[config.mk]
export PLATFORM = sky130hd
export DESIGN_NAME = jt6295_adpcm_dec
export DESIGN_NICKNAME = d
export VERILOG_FILES = /design/src/rtl/jt6295_pkg.sv /design/src/rtl/jt6295_adpcm_ring.sv /design/src/rtl/jt6295_adpcm_dec.sv
export SDC_FILE = /design/constraint.sdc
export NUM_CORES = 1
export LEC_CHECK = 0
export BUFFER_PORTS_ARGS = -buffer_cell sky130_fd_sc_hd__buf_4
export CAP_MARGIN = 30
export CORE_MARGIN = 10
export CORE_UTILIZATION = 40
export DETAILED_ROUTE_END_ITERATION = 6
export GPL_TIMING_DRIVEN = 0
export MAX_ROUTING_LAYER = met4
export PLACE_DENSITY = 0.59
export SLEW_MARGIN = 20
export SYNTH_ARGS = -nofsm -noshare
export SYNTH_HDL_FRONTEND = slang
export SYNTH_SLANG_ARGS = --single-unit
[constraint.sdc]
create_clock -name clk -period 14.4 [get_ports clk]
set_input_delay 2.16 -clock clk [delete_from_list [all_inputs] [get_ports clk]]
set_output_delay 2.16 -clock clk [all_outputs]
set_load 0.01 [all_outputs]
[src/rtl/jt6295_pkg.sv]
// Shared constants for the OKI MSM6295-style ADPCM decoder.
// Holds the datapath widths, the 49-entry step table, the index
// adjustment table and the attenuation gain table.
package jt6295_pkg;

  localparam int SIGW  = 12;  // decoded signal width (signed)
  localparam int IDXW  = 6;   // step index width (0..48)
  localparam int OUTW  = 14;  // mixed output width (signed)
  localparam int STEPW = 12;  // step / diff width (unsigned)
  localparam int IDX_MAX = 48;

  localparam logic [STEPW-1:0] STEP [0:48] = '{
    12'd16,   12'd17,   12'd19,   12'd21,   12'd23,   12'd25,   12'd28,
    12'd31,   12'd34,   12'd37,   12'd41,   12'd45,   12'd50,   12'd55,
    12'd60,   12'd66,   12'd73,   12'd80,   12'd88,   12'd97,   12'd107,
    12'd118,  12'd130,  12'd143,  12'd157,  12'd173,  12'd190,  12'd209,
    12'd230,  12'd253,  12'd279,  12'd307,  12'd337,  12'd371,  12'd408,
    12'd449,  12'd494,  12'd544,  12'd598,  12'd658,  12'd724,  12'd796,
    12'd876,  12'd963,  12'd1060, 12'd1166, 12'd1282, 12'd1411, 12'd1552
  };

  localparam logic signed [4:0] ADJ [0:7] = '{
    -5'sd1, -5'sd1, -5'sd1, -5'sd1, 5'sd2, 5'sd4, 5'sd6, 5'sd8
  };

  // Gain in 1/32 units; codes 9..15 mute the channel.
  localparam logic [5:0] GAIN [0:15] = '{
    6'd32, 6'd22, 6'd16, 6'd11, 6'd8, 6'd6, 6'd4, 6'd3,
    6'd2,  6'd0,  6'd0,  6'd0,  6'd0, 6'd0, 6'd0, 6'd0
  };

endpackage

[src/rtl/jt6295_adpcm_ring.sv]
// Circulating per-channel state store: a STAGES-deep shift register
// advanced on each clock enable. The value written at one enabled edge
// reappears on q exactly STAGES enabled edges later.
// Ports: clk, rst (sync, active-high), cen (advance), d (write), q (read).
module jt6295_adpcm_ring #(
  parameter int WIDTH  = 18,
  parameter int STAGES = 4
) (
  input  logic             clk,
  input  logic             rst,
  input  logic             cen,
  input  logic [WIDTH-1:0] d,
  output logic [WIDTH-1:0] q
);

  logic [WIDTH-1:0] stage_reg [0:STAGES-1];

  genvar gi;
  generate
    for (gi = 0; gi < STAGES; gi++) begin : g_stage
      always_ff @(posedge clk) begin
        if (rst) begin
          stage_reg[gi] <= '0;
        end else if (cen) begin
          if (gi == 0) stage_reg[gi] <= d;
          else         stage_reg[gi] <= stage_reg[(gi == 0) ? 0 : gi-1];
        end
      end
    end
  endgenerate

  assign q = stage_reg[STAGES-1];

endmodule

[src/rtl/jt6295_adpcm_dec.sv]
// Four-channel time-multiplexed OKI ADPCM decoder and mixer.
// One channel slot is processed per cen4 pulse: the channel's state is
// read from the ring, decoded with the incoming nibble, written back,
// attenuated and accumulated. The slot-3 edge publishes the frame mix.
// Ports: clk, rst (sync, active-high), cen4 (slot enable), first (slot 0
// marker), en (channel active), att (attenuation code), data (nibble),
// sound (signed 14-bit mix), sample (one-clk pulse on sound update).
module jt6295_adpcm_dec
  import jt6295_pkg::*;
#(
  parameter int CLR_IDLE = 1
) (
  input  logic                   clk,
  input  logic                   rst,
  input  logic                   cen4,
  input  logic                   first,
  input  logic                   en,
  input  logic [3:0]             att,
  input  logic [3:0]             data,
  output logic signed [OUTW-1:0] sound,
  output logic                   sample
);

  localparam int RW = SIGW + IDXW;

  logic [1:0]             slot_reg;
  logic                   synced_reg;   // a first marker has been seen since reset
  logic signed [OUTW-1:0] acc_reg;
  logic signed [OUTW-1:0] sound_reg;
  logic                   sample_reg;

  logic [RW-1:0]          ring_q;
  logic [RW-1:0]          ring_d;
  logic [1:0]             cur_slot;
  logic signed [SIGW-1:0] sig_cur;
  logic [IDXW-1:0]        idx_cur;
  logic [STEPW-1:0]       step;
  logic [STEPW-1:0]       diff;
  logic signed [OUTW-1:0] sum;
  logic signed [SIGW-1:0] sig_next;
  logic signed [7:0]      idx_sum;
  logic [IDXW-1:0]        idx_next;
  logic signed [SIGW-1:0] mix_sig;
  logic signed [18:0]     prod;
  logic signed [OUTW-1:0] contrib;

  jt6295_adpcm_ring #(.WIDTH(RW), .STAGES(4)) u_ring (
    .clk (clk),
    .rst (rst),
    .cen (cen4),
    .d   (ring_d),
    .q   (ring_q)
  );

  // first marks channel 0 directly, so the slot counter is bypassed.
  assign cur_slot = first ? 2'd0 : slot_reg;
  assign sig_cur  = ring_q[RW-1:IDXW];
  assign idx_cur  = ring_q[IDXW-1:0];

  always_comb begin
    step = STEP[idx_cur];
    diff = (step >> 3)
         + (data[2] ? step        : '0)
         + (data[1] ? (step >> 1) : '0)
         + (data[0] ? (step >> 2) : '0);

    if (data[3]) sum = {{2{sig_cur[SIGW-1]}}, sig_cur} - $signed({2'b00, diff});
    else         sum = {{2{sig_cur[SIGW-1]}}, sig_cur} + $signed({2'b00, diff});

    if (sum > 14'sd2047)       sig_next = 12'sd2047;
    else if (sum < -14'sd2048) sig_next = -12'sd2048;
    else                       sig_next = sum[SIGW-1:0];

    idx_sum = $signed({2'b00, idx_cur}) + {{3{ADJ[data[2:0]][4]}}, ADJ[data[2:0]]};
    if (idx_sum < 8'sd0)            idx_next = '0;
    else if (idx_sum > 8'sd48)      idx_next = IDXW'(IDX_MAX);
    else                            idx_next = idx_sum[IDXW-1:0];

    if (en)                ring_d = {sig_next, idx_next};
    else if (CLR_IDLE != 0) ring_d = '0;
    else                   ring_d = ring_q;

    mix_sig = en ? sig_next : '0;
    prod    = $signed({{7{mix_sig[SIGW-1]}}, mix_sig}) * $signed({13'b0, GAIN[att]});
    contrib = OUTW'(prod >>> 5);
  end

  always_ff @(posedge clk) begin
    if (rst) begin
      slot_reg   <= '0;
      synced_reg <= 1'b0;
      acc_reg    <= '0;
      sound_reg  <= '0;
      sample_reg <= 1'b0;
    end else begin
      sample_reg <= 1'b0;
      if (cen4) begin
        slot_reg <= first ? 2'd1 : slot_reg + 2'd1;
        if (first) synced_reg <= 1'b1;
        case (cur_slot)
          2'd0: acc_reg <= contrib;   // also drops a partial frame on resync
          2'd3: begin
            acc_reg <= '0;
            // Frames not started by a first marker after reset are discarded.
            if (synced_reg) begin
              sound_reg  <= acc_reg + contrib;
              sample_reg <= 1'b1;
            end
          end
          default: acc_reg <= acc_reg + contrib;
        endcase
      end
    end
  end

  assign sound  = sound_reg;
  assign sample = sample_reg;

endmodule

Yosys cells after proc, flatten, opt, wreduce, memory -nomap -nowiden
Memory sizes are Yosys's and may differ from the RTL's.
Cells that the tools add are included.
{"block": "word_totals", "output_inout_bits": 15, "ram_bits": 72, "elab_cells": 68, "romBits": 904, "mem_count": 4, "reg_bits": 32}
{"name": "(name not given)", "words": 64, "width": 12, "rd": 1, "rd_clocked_by_memory_dff": 0, "write_ports": 0, "line_no": "jt6295_adpcm_dec.sv:61", "rtl": "step = STEP[idx_cur];"}
{"name": "(name not given)", "words": 16, "width": 6, "rd": 1, "rd_clocked_by_memory_dff": 0, "write_ports": 0, "line_no": "jt6295_adpcm_dec.sv:84", "rtl": "prod = $signed({{7{mix_sig[SIGW-1]}}, mix_sig}) * $signed({13'b0, GAIN[att]});"}
{"name": "u_ring.stage_reg", "words": 4, "width": 18, "rd": 4, "rd_clocked_by_memory_dff": 0, "write_ports": 4, "line_no": "jt6295_adpcm_ring.sv:16", "rtl": "logic [WIDTH-1:0] stage_reg [0:STAGES-1];"}
{"name": "(name not given)", "words": 8, "width": 5, "rd": 1, "rd_clocked_by_memory_dff": 0, "write_ports": 0, "line_no": "jt6295_adpcm_dec.sv:74", "rtl": "idx_sum = $signed({2'b00, idx_cur}) + {{3{ADJ[data[2:0]][4]}}, ADJ[data[2:0]]};"}
{"block": "op_classes", "n_bitwise": 9, "muxes": 29, "n_lt_le_gt_ge": 7, "multipliers": 1, "addsub": 8, "n_eq_ne": 1, "n_reduce_logical": 4}
{"operator": "$mux W18", "count": 5}
{"operator": "$mux W12", "count": 6}
{"operator": "$pmux W14 S2", "count": 1}
{"operator": "$mux W6", "count": 4}
{"operator": "$mul A12 B7 Y19", "count": 1}
{"operator": "$add A12 B13 Y14", "count": 1}
{"operator": "$add A14 B14 Y14", "count": 1}
{"operator": "$gt A14 B12 Y1 const B", "count": 1}
{"operator": "$lt A14 B12 Y1 const B", "count": 1}
{"operator": "$mux W14", "count": 1}
{"operator": "$sub A12 B13 Y14", "count": 1}
{"operator": "$add A12 B10 Y12", "count": 1}
{"operator": "$add A12 B11 Y12", "count": 1}
{"operator": "$add A9 B12 Y12", "count": 1}
{"operator": "$mux W11", "count": 1}
{"operator": "$mux W10", "count": 1}
{"operator": "$mux W5", "count": 2}
{"operator": "$add A7 B5 Y8", "count": 1}
{"operator": "$gt A8 B7 Y1 const B", "count": 1}
{"operator": "$lt A8 B1 Y1 const B", "count": 1}
{"operator": "$ge A7 B7 Y1 const B", "count": 1}
{"operator": "$not A6 Y7", "count": 1}
{"operator": "$mux W1", "count": 6}
{"operator": "$ge A5 B5 Y1 const B", "count": 1}
{"operator": "12 further kinds", "count": 17}

Logic depth before layout (Yosys ltp)
{"block": "depth", "ltp_word": 17, "depth_mapped": 65, "depth_no_buf": 62}

Modules after synthesis
Synthesis repeated with hierarchy kept, for this count alone.
{"block": "unflattened", "cells_unflattened": 1211, "hier_area_um2": 10909.2}
{"mod": "jt6295_adpcm_dec", "instances": 1, "area_each_um2": 7973.9, "cells_per_inst": 1051, "seq_area_each_um2": 640.6}
{"mod": "jt6295_adpcm_ring", "instances": 1, "area_each_um2": 2935.3, "cells_per_inst": 160, "seq_area_each_um2": 2162.1}

Least setup slack after synthesis
Ideal clock, no wire load.
{"block": "synth_timing", "kind": "input to register", "start": "input data[2]", "end": "register acc_reg[13]", "required_time_ns": 14.277, "stages": 51, "path_slack_ns": 1.131, "arrival_time_ns": 13.146, "cell_sequence": "clkbuf_1 > and2_1 > fa_1 > fa_1 > ha_1 > fa_1 > a21oi_1 > o21ai_1 > a21oi_1 > xor2_1 > and4b_1 > and2_1 > nor2_1 > xnor2_1 > ha_1 > o21ai_0 > nor2_1 > nor2_1 > (+15 left out) > fa_1 > inv_1 > ha_1 > or3_1 > and2_1 > ha_1 > a21o_1 > a21oi_1 > o21bai_1 > a21oi_1 > o21ai_1 > a21oi_1 > o21bai_1 > a21oi_1 > o21a_1 > o211ai_1 > a32o_1 > mux2_1"}
{"block": "synth_via", "elab_chain_len": 13, "word_cells_on_any_way": 15, "cone_classes": "add/sub: 6; mul: 1; order compare: 2; mux: 6"}
{"item": "start: declaration", "line_no": "jt6295_adpcm_dec.sv:19", "rtl": "input logic [3:0] data,"}
{"item": "$mux W12 *", "line_no": "jt6295_adpcm_dec.sv:63", "rtl": "+ (data[2] ? step : '0)"}
{"item": "$add A9 B12 Y12 *", "line_no": "jt6295_adpcm_dec.sv:63"}
{"item": "$add A12 B11 Y12 *", "line_no": "jt6295_adpcm_dec.sv:64", "rtl": "+ (data[1] ? (step >> 1) : '0)"}
{"item": "$add A12 B10 Y12 *", "line_no": "jt6295_adpcm_dec.sv:65", "rtl": "+ (data[0] ? (step >> 2) : '0);"}
{"item": "$add A12 B13 Y14 or $sub A12 B13 Y14 (tied branches)", "line_no": "jt6295_adpcm_dec.sv:68, jt6295_adpcm_dec.sv:67"}
{"item": "$mux W14 *", "line_no": "jt6295_adpcm_dec.sv:67", "rtl": "if (data[3]) sum = {{2{sig_cur[SIGW-1]}}, sig_cur} - $signed({2'b00, diff});"}
{"item": "$lt A14 B12 Y1", "line_no": "jt6295_adpcm_dec.sv:71", "rtl": "else if (sum < -14'sd2048) sig_next = -12'sd2048;"}
{"item": "$mux W12", "line_no": "jt6295_adpcm_dec.sv:71"}
{"item": "$mux W12 *", "line_no": "jt6295_adpcm_dec.sv:70", "rtl": "if (sum > 14'sd2047) sig_next = 12'sd2047;"}
{"item": "$mux W12 *", "line_no": "jt6295_adpcm_dec.sv:83", "rtl": "mix_sig = en ? sig_next : '0;"}
{"item": "$mul A12 B7 Y19 *", "line_no": "jt6295_adpcm_dec.sv:84"}
{"item": "$add A14 B14 Y14", "line_no": "jt6295_adpcm_dec.sv:110", "rtl": "default: acc_reg <= acc_reg + contrib;"}
{"item": "$pmux W14 S2 *", "line_no": "jt6295_adpcm_dec.sv:100", "rtl": "case (cur_slot)"}
{"item": "end signal: assignment", "line_no": "jt6295_adpcm_dec.sv:101", "rtl": "2'd0: acc_reg <= contrib;"}
{"item": "end signal: assignment", "line_no": "jt6295_adpcm_dec.sv:110"}
{"item": "end: declaration", "line_no": "jt6295_adpcm_dec.sv:28", "rtl": "logic signed [OUTW-1:0] acc_reg;"}
Every way passes the cells marked *; elsewhere a longest branch is shown, timed or not.
A chain may end at the register's enable or synchronous reset.

Worst setup path after layout
{"block": "layout_timing", "start": "input data[2]", "end": "register sound_reg[13], in the netlist sound[13]"}
{"block": "layout_via", "elab_chain_len": 12, "word_cells_on_any_way": 14, "cone_classes": "add/sub: 6; mul: 1; order compare: 2; mux: 5"}
{"item": "$mux W12 *", "line_no": "jt6295_adpcm_dec.sv:63"}
{"item": "$add A9 B12 Y12 *", "line_no": "jt6295_adpcm_dec.sv:63"}
{"item": "$add A12 B11 Y12 *", "line_no": "jt6295_adpcm_dec.sv:64"}
{"item": "$add A12 B10 Y12 *", "line_no": "jt6295_adpcm_dec.sv:65"}
{"item": "$add A12 B13 Y14 or $sub A12 B13 Y14 (tied branches)", "line_no": "jt6295_adpcm_dec.sv:68, jt6295_adpcm_dec.sv:67"}
{"item": "$mux W14 *", "line_no": "jt6295_adpcm_dec.sv:67"}
{"item": "$lt A14 B12 Y1", "line_no": "jt6295_adpcm_dec.sv:71"}
{"item": "$mux W12", "line_no": "jt6295_adpcm_dec.sv:71"}
{"item": "$mux W12 *", "line_no": "jt6295_adpcm_dec.sv:70"}
{"item": "$mux W12 *", "line_no": "jt6295_adpcm_dec.sv:83"}
{"item": "$mul A12 B7 Y19 *", "line_no": "jt6295_adpcm_dec.sv:84"}
{"item": "$add A14 B14 Y14 *", "line_no": "jt6295_adpcm_dec.sv:106", "rtl": "sound_reg <= acc_reg + contrib;"}
{"item": "end signal: assignment", "line_no": "jt6295_adpcm_dec.sv:106"}
{"item": "end: declaration", "line_no": "jt6295_adpcm_dec.sv:29", "rtl": "logic signed [OUTW-1:0] sound_reg;"}
Marked as above.

==> results by group <==
Setup path
  – Worst r2r path cells: 56
  – R2r setup slk: 870 ps
  – Worst EP arrival: 13980 ps
  – CP top delay family: adder cells
  – WP buf/inv: 6
  – CP endpoint kind: register
  – Crit path max-delay cell type: fa_1
  – Cell mode on critical path: fa_1
  – Critical Path Max Stage Delay: 550 ps
  – Crit start category: input pin
  – Reg2reg start: u_ring.stage_reg[3][0]$_SDFFCE_PN0P_
  – Worst R2R End: sound[13]$_SDFFE_PP0P_
  – CP Class: in -> reg
  – CP required: 14620 ps
  – Maximum fanout along the worst path: 10

Synth
  – Top-count cell post-synth: inv_1
  – #FFs+latches synth: 104
  – Synth top cells by count: inv_1, nor2_1, ha_1
  – Synth Area in XOR/XNOR: 5.122%
  – Mean Syn Cell Area: 8.911 um^2
  – Post-synth EDFFs: 72
  – Largest family of logic cells by synthesized area: adder cells
  – Synth Area in Compound Gates: 15.29%
  – Post-Syn Instances: 1154
  – Adder-cell share of the synthesized area: 26.16%
  – Mapped cell area: 10280 um^2
  – Async SR Flop Fraction: 0%
  – Synth Area in Simple Gates: 18.80%
  – Top-area cell type share of the netlist area: 21.02%
  – Yosys Warn Count: 0
  – Post-synthesis mux area share: 0.8030%
  – Post-synth top area cell: edfxtp_1
  – Syn_nets: 1340
  – Unique masters post-synth: 72
  – Most used DFF post-synth: edfxtp_1
  – Register area share after synthesis: 27.25%
  – Top cells by area, synth: edfxtp_1, fa_1, ha_1

Finish
  – Diodes inserted: 0
  – Layout fillers: 2467
  – Layout area overhead: 12.54%
  – Post-layout nets: 1393
  – Share of layout cells above drive strength 1: 9.488%
  – Max reg flops: 72
  – Post-route cell area: 11570 um^2

GRT
  – Gr ovfl total: 0
  – Largest net degree at the start of global routing: 60
  – Grt met2 use: 22.18%
  – Global-route usage over all layers: 14.33%
  – Vias in the first global route: 7603
  – Initial antenna violation count: 0
  – Met1 Track Usage GR: 19.62%
  – Met3 usage: 1.747%
  – First-pass GRT wire length: 38150 um
  – GR peak layer: met2

Placement
  – Placed cell area: 10910 um^2
  – Detailed Place HPWL: 18470 um
  – RD Place Congestion: 0.9095
  – DP Worst Slack: -923.0 ps
  – Port Buf Inserts: 25

CTS
  – Htree depth: 3
  – Clock Tree Buf Depth: 2
  – Cts bufs inserted: 9
  – Clk_lat worst skew: 340 ps
  – Clk slew on worst S/H paths: 70 ps
  – Sink Count: 104
  – CTS tree: done
  – Hold-fix buffers, CTS: 0
  – Root buffer cell: clkbuf_16

Route
  – Vias after detailed routing: 7946
  – Routed vias/inst: 5.153
  – TritonRoute pass-1 iters: 5
  – Post-Route WL: 23460 um
  – Routed Antenna Nets: 0
  – Routed len/inst: 15.21 um
  – Drt drc: 0
  – Starting DRT DRC Count: 556

STA
  – Worst setup margin: 637.1 ps
  – Maximum clock frequency: 0.07266 GHz
  – Final period util: 95.58%
  – Slew Viols, Final: 0
  – Relative max-transition margin: 42.85%
  – Post-route minimum period: 13760 ps
  – Slew of the pin with the lowest slew margin: 857.3 ps
  – Layout Skew: 6.234 ps
  – Final setup viols: 0
  – Fin. Hold Viols: 0

Die
  – Die Height: 180.3 um
  – Std-Cell Rows: 58
  – # IOs: 28
  – Die width: 180.3 um
  – Core Area: 25250 um^2
  – Die area: 32520 um^2
  – Starting Density: 40.72%

Pwr
  – Maximum VDD drop: 0.00006327 V
  – Power density over the cells: 125.0 nW/um^2
  – Tot Pwr: 1.446 mW
  – Leak Pwr: 5.290 nW

Hold path
  – Worst hold endpoint: sound[11]$_SDFFE_PP0P_
  – Hold Startpoint: sound[11]$_SDFFE_PP0P_
  – Hold crit path type: reg -> reg
  – Worst Hold Depth: 2

Outcome
  – Status: finished clean

Run
  – Total of max-cap violations: 0
[worst max path at each step]
| stage | from | end | slack (ps) | cells past startpoint |
|---|---|---|---|---|
| after CTS | data[2] | sound[13]$_SDFFE_PP0P_ | 0.1 | 56 |
| after global placement | data[2] | sound[13]$_SDFFE_PP0P_ | -950 | 56 |
| after floorplan | data[2] | acc_reg[13]$_SDFFE_PP0P_ | 1130 | 51 |
| final | data[2] | sound[13]$_SDFFE_PP0P_ | 640 | 50 |
| after global routing | data[2] | sound[13]$_SDFFE_PP0P_ | -90 | 50 |
| after detailed placement | data[2] | sound[13]$_SDFFE_PP0P_ | -920 | 56 |
[where the power goes]
part / switching [mW] / internal (mW) / leakage (nW) / total (mW)
clock: 0.111 / 0.120 / 0.131 / 0.231
combinational: 0.514 / 0.346 / 4.10 / 0.860
sequential: 0.00994 / 0.345 / 1.06 / 0.355
total: 0.635 / 0.811 / 5.29 / 1.45
[routing by layer]
| metal | wire length (um) | part of all wire, % |
|---|---|---|
| met5 | 0 | 0 |
| met4 | 322 | 1.4 |
| met3 | 706 | 3.0 |
| met2 | 10730 | 46 |
| met1 | 11700 | 50 |
[cells in the final DEF (no fill, tap or decap), types with 4 or more instances in the layout]
cell type and count:
a211oi_1 21, o21ai_1 15, xnor2_1 35, or2_2 6, and2_1 77, inv_1 135
o21ai_0 20, nand2b_1 23, a221o_1 5, o211ai_1 9, clkinvlp_4 4, nand2_1 85
clkbuf_1 30, a22oi_1 6, buf_1 6, o21a_1 7, nor2_1 129, and3_1 6
xor2_1 15, fa_1 69, or3_1 7, a31oi_1 5, o22ai_1 8, nor3_1 17
xor2_2 4, nand3_1 8, mux2i_1 6, ha_1 101, edfxtp_1 72, a21o_1 20
clkbuf_16 10, a21oi_1 66, dfxtp_1 32, o21bai_1 5, nor2b_1 20, buf_4 41
[tightest hold or removal path: cells and delay by family (launching register included)]
kind | cells | cell delay (ps)
DFF | 1 | 310
AOI/OAI and AO/OA | 1 | 50
and+or+nand+nor | 1 | 50
[cells by family (layout without fill, tap and decap cells)]
group                      count (synthesis)  count (layout)
buffers and inverters                    180             238
AOI/OAI and AO/OA                        235             235
muxes                                      8               8
and+or+nand+nor                          396             396
DFF                                      104             104
adders and majority gates                173             173
xor gates and xnor gates                  58              58
[layout make-up]
class                           instances  area (um^2)  share of cell area (%)
Multi-Input combinational cell        870         7009                   60.56
Sequential cell                       104         2803                   24.22
Inverter                              139        531.8                   4.595
Tap cell                              330        412.9                   3.568
Timing Repair Buffer                   43        360.3                   3.114
Clock buffer                           10        229.0                   1.978
Buffer                                 40        175.2                   1.514
Clock inverter                          6        52.55                  0.4541
[what timing repair did]
action,in CTS,in global routing
resized for setup,19,35
setup buffers,2,14
gates cloned,0,1
endpoints found under the setup margin,8,12
pin swaps,0,15
[through the flow]
| stage | utilization [%] | hold WS (ps) | cells | setup TNS, ps |
|---|---|---|---|---|
| after CTS | 44.71 | 465.5 | 1528 | 0 |
| after detailed placement | 43.22 | 448.3 | 1510 | -5478 |
| after global routing | 45.83 | 488.1 | 1542 | -98.33 |
| final | 45.83 | 461.6 | 1542 | 0 |
| after floorplan | - | 451.3 | 1154 | 0 |
| after global placement | 43.10 | 448.2 | 1509 | -5921 |
Note: power is estimated with default switching activity, not from simulation.
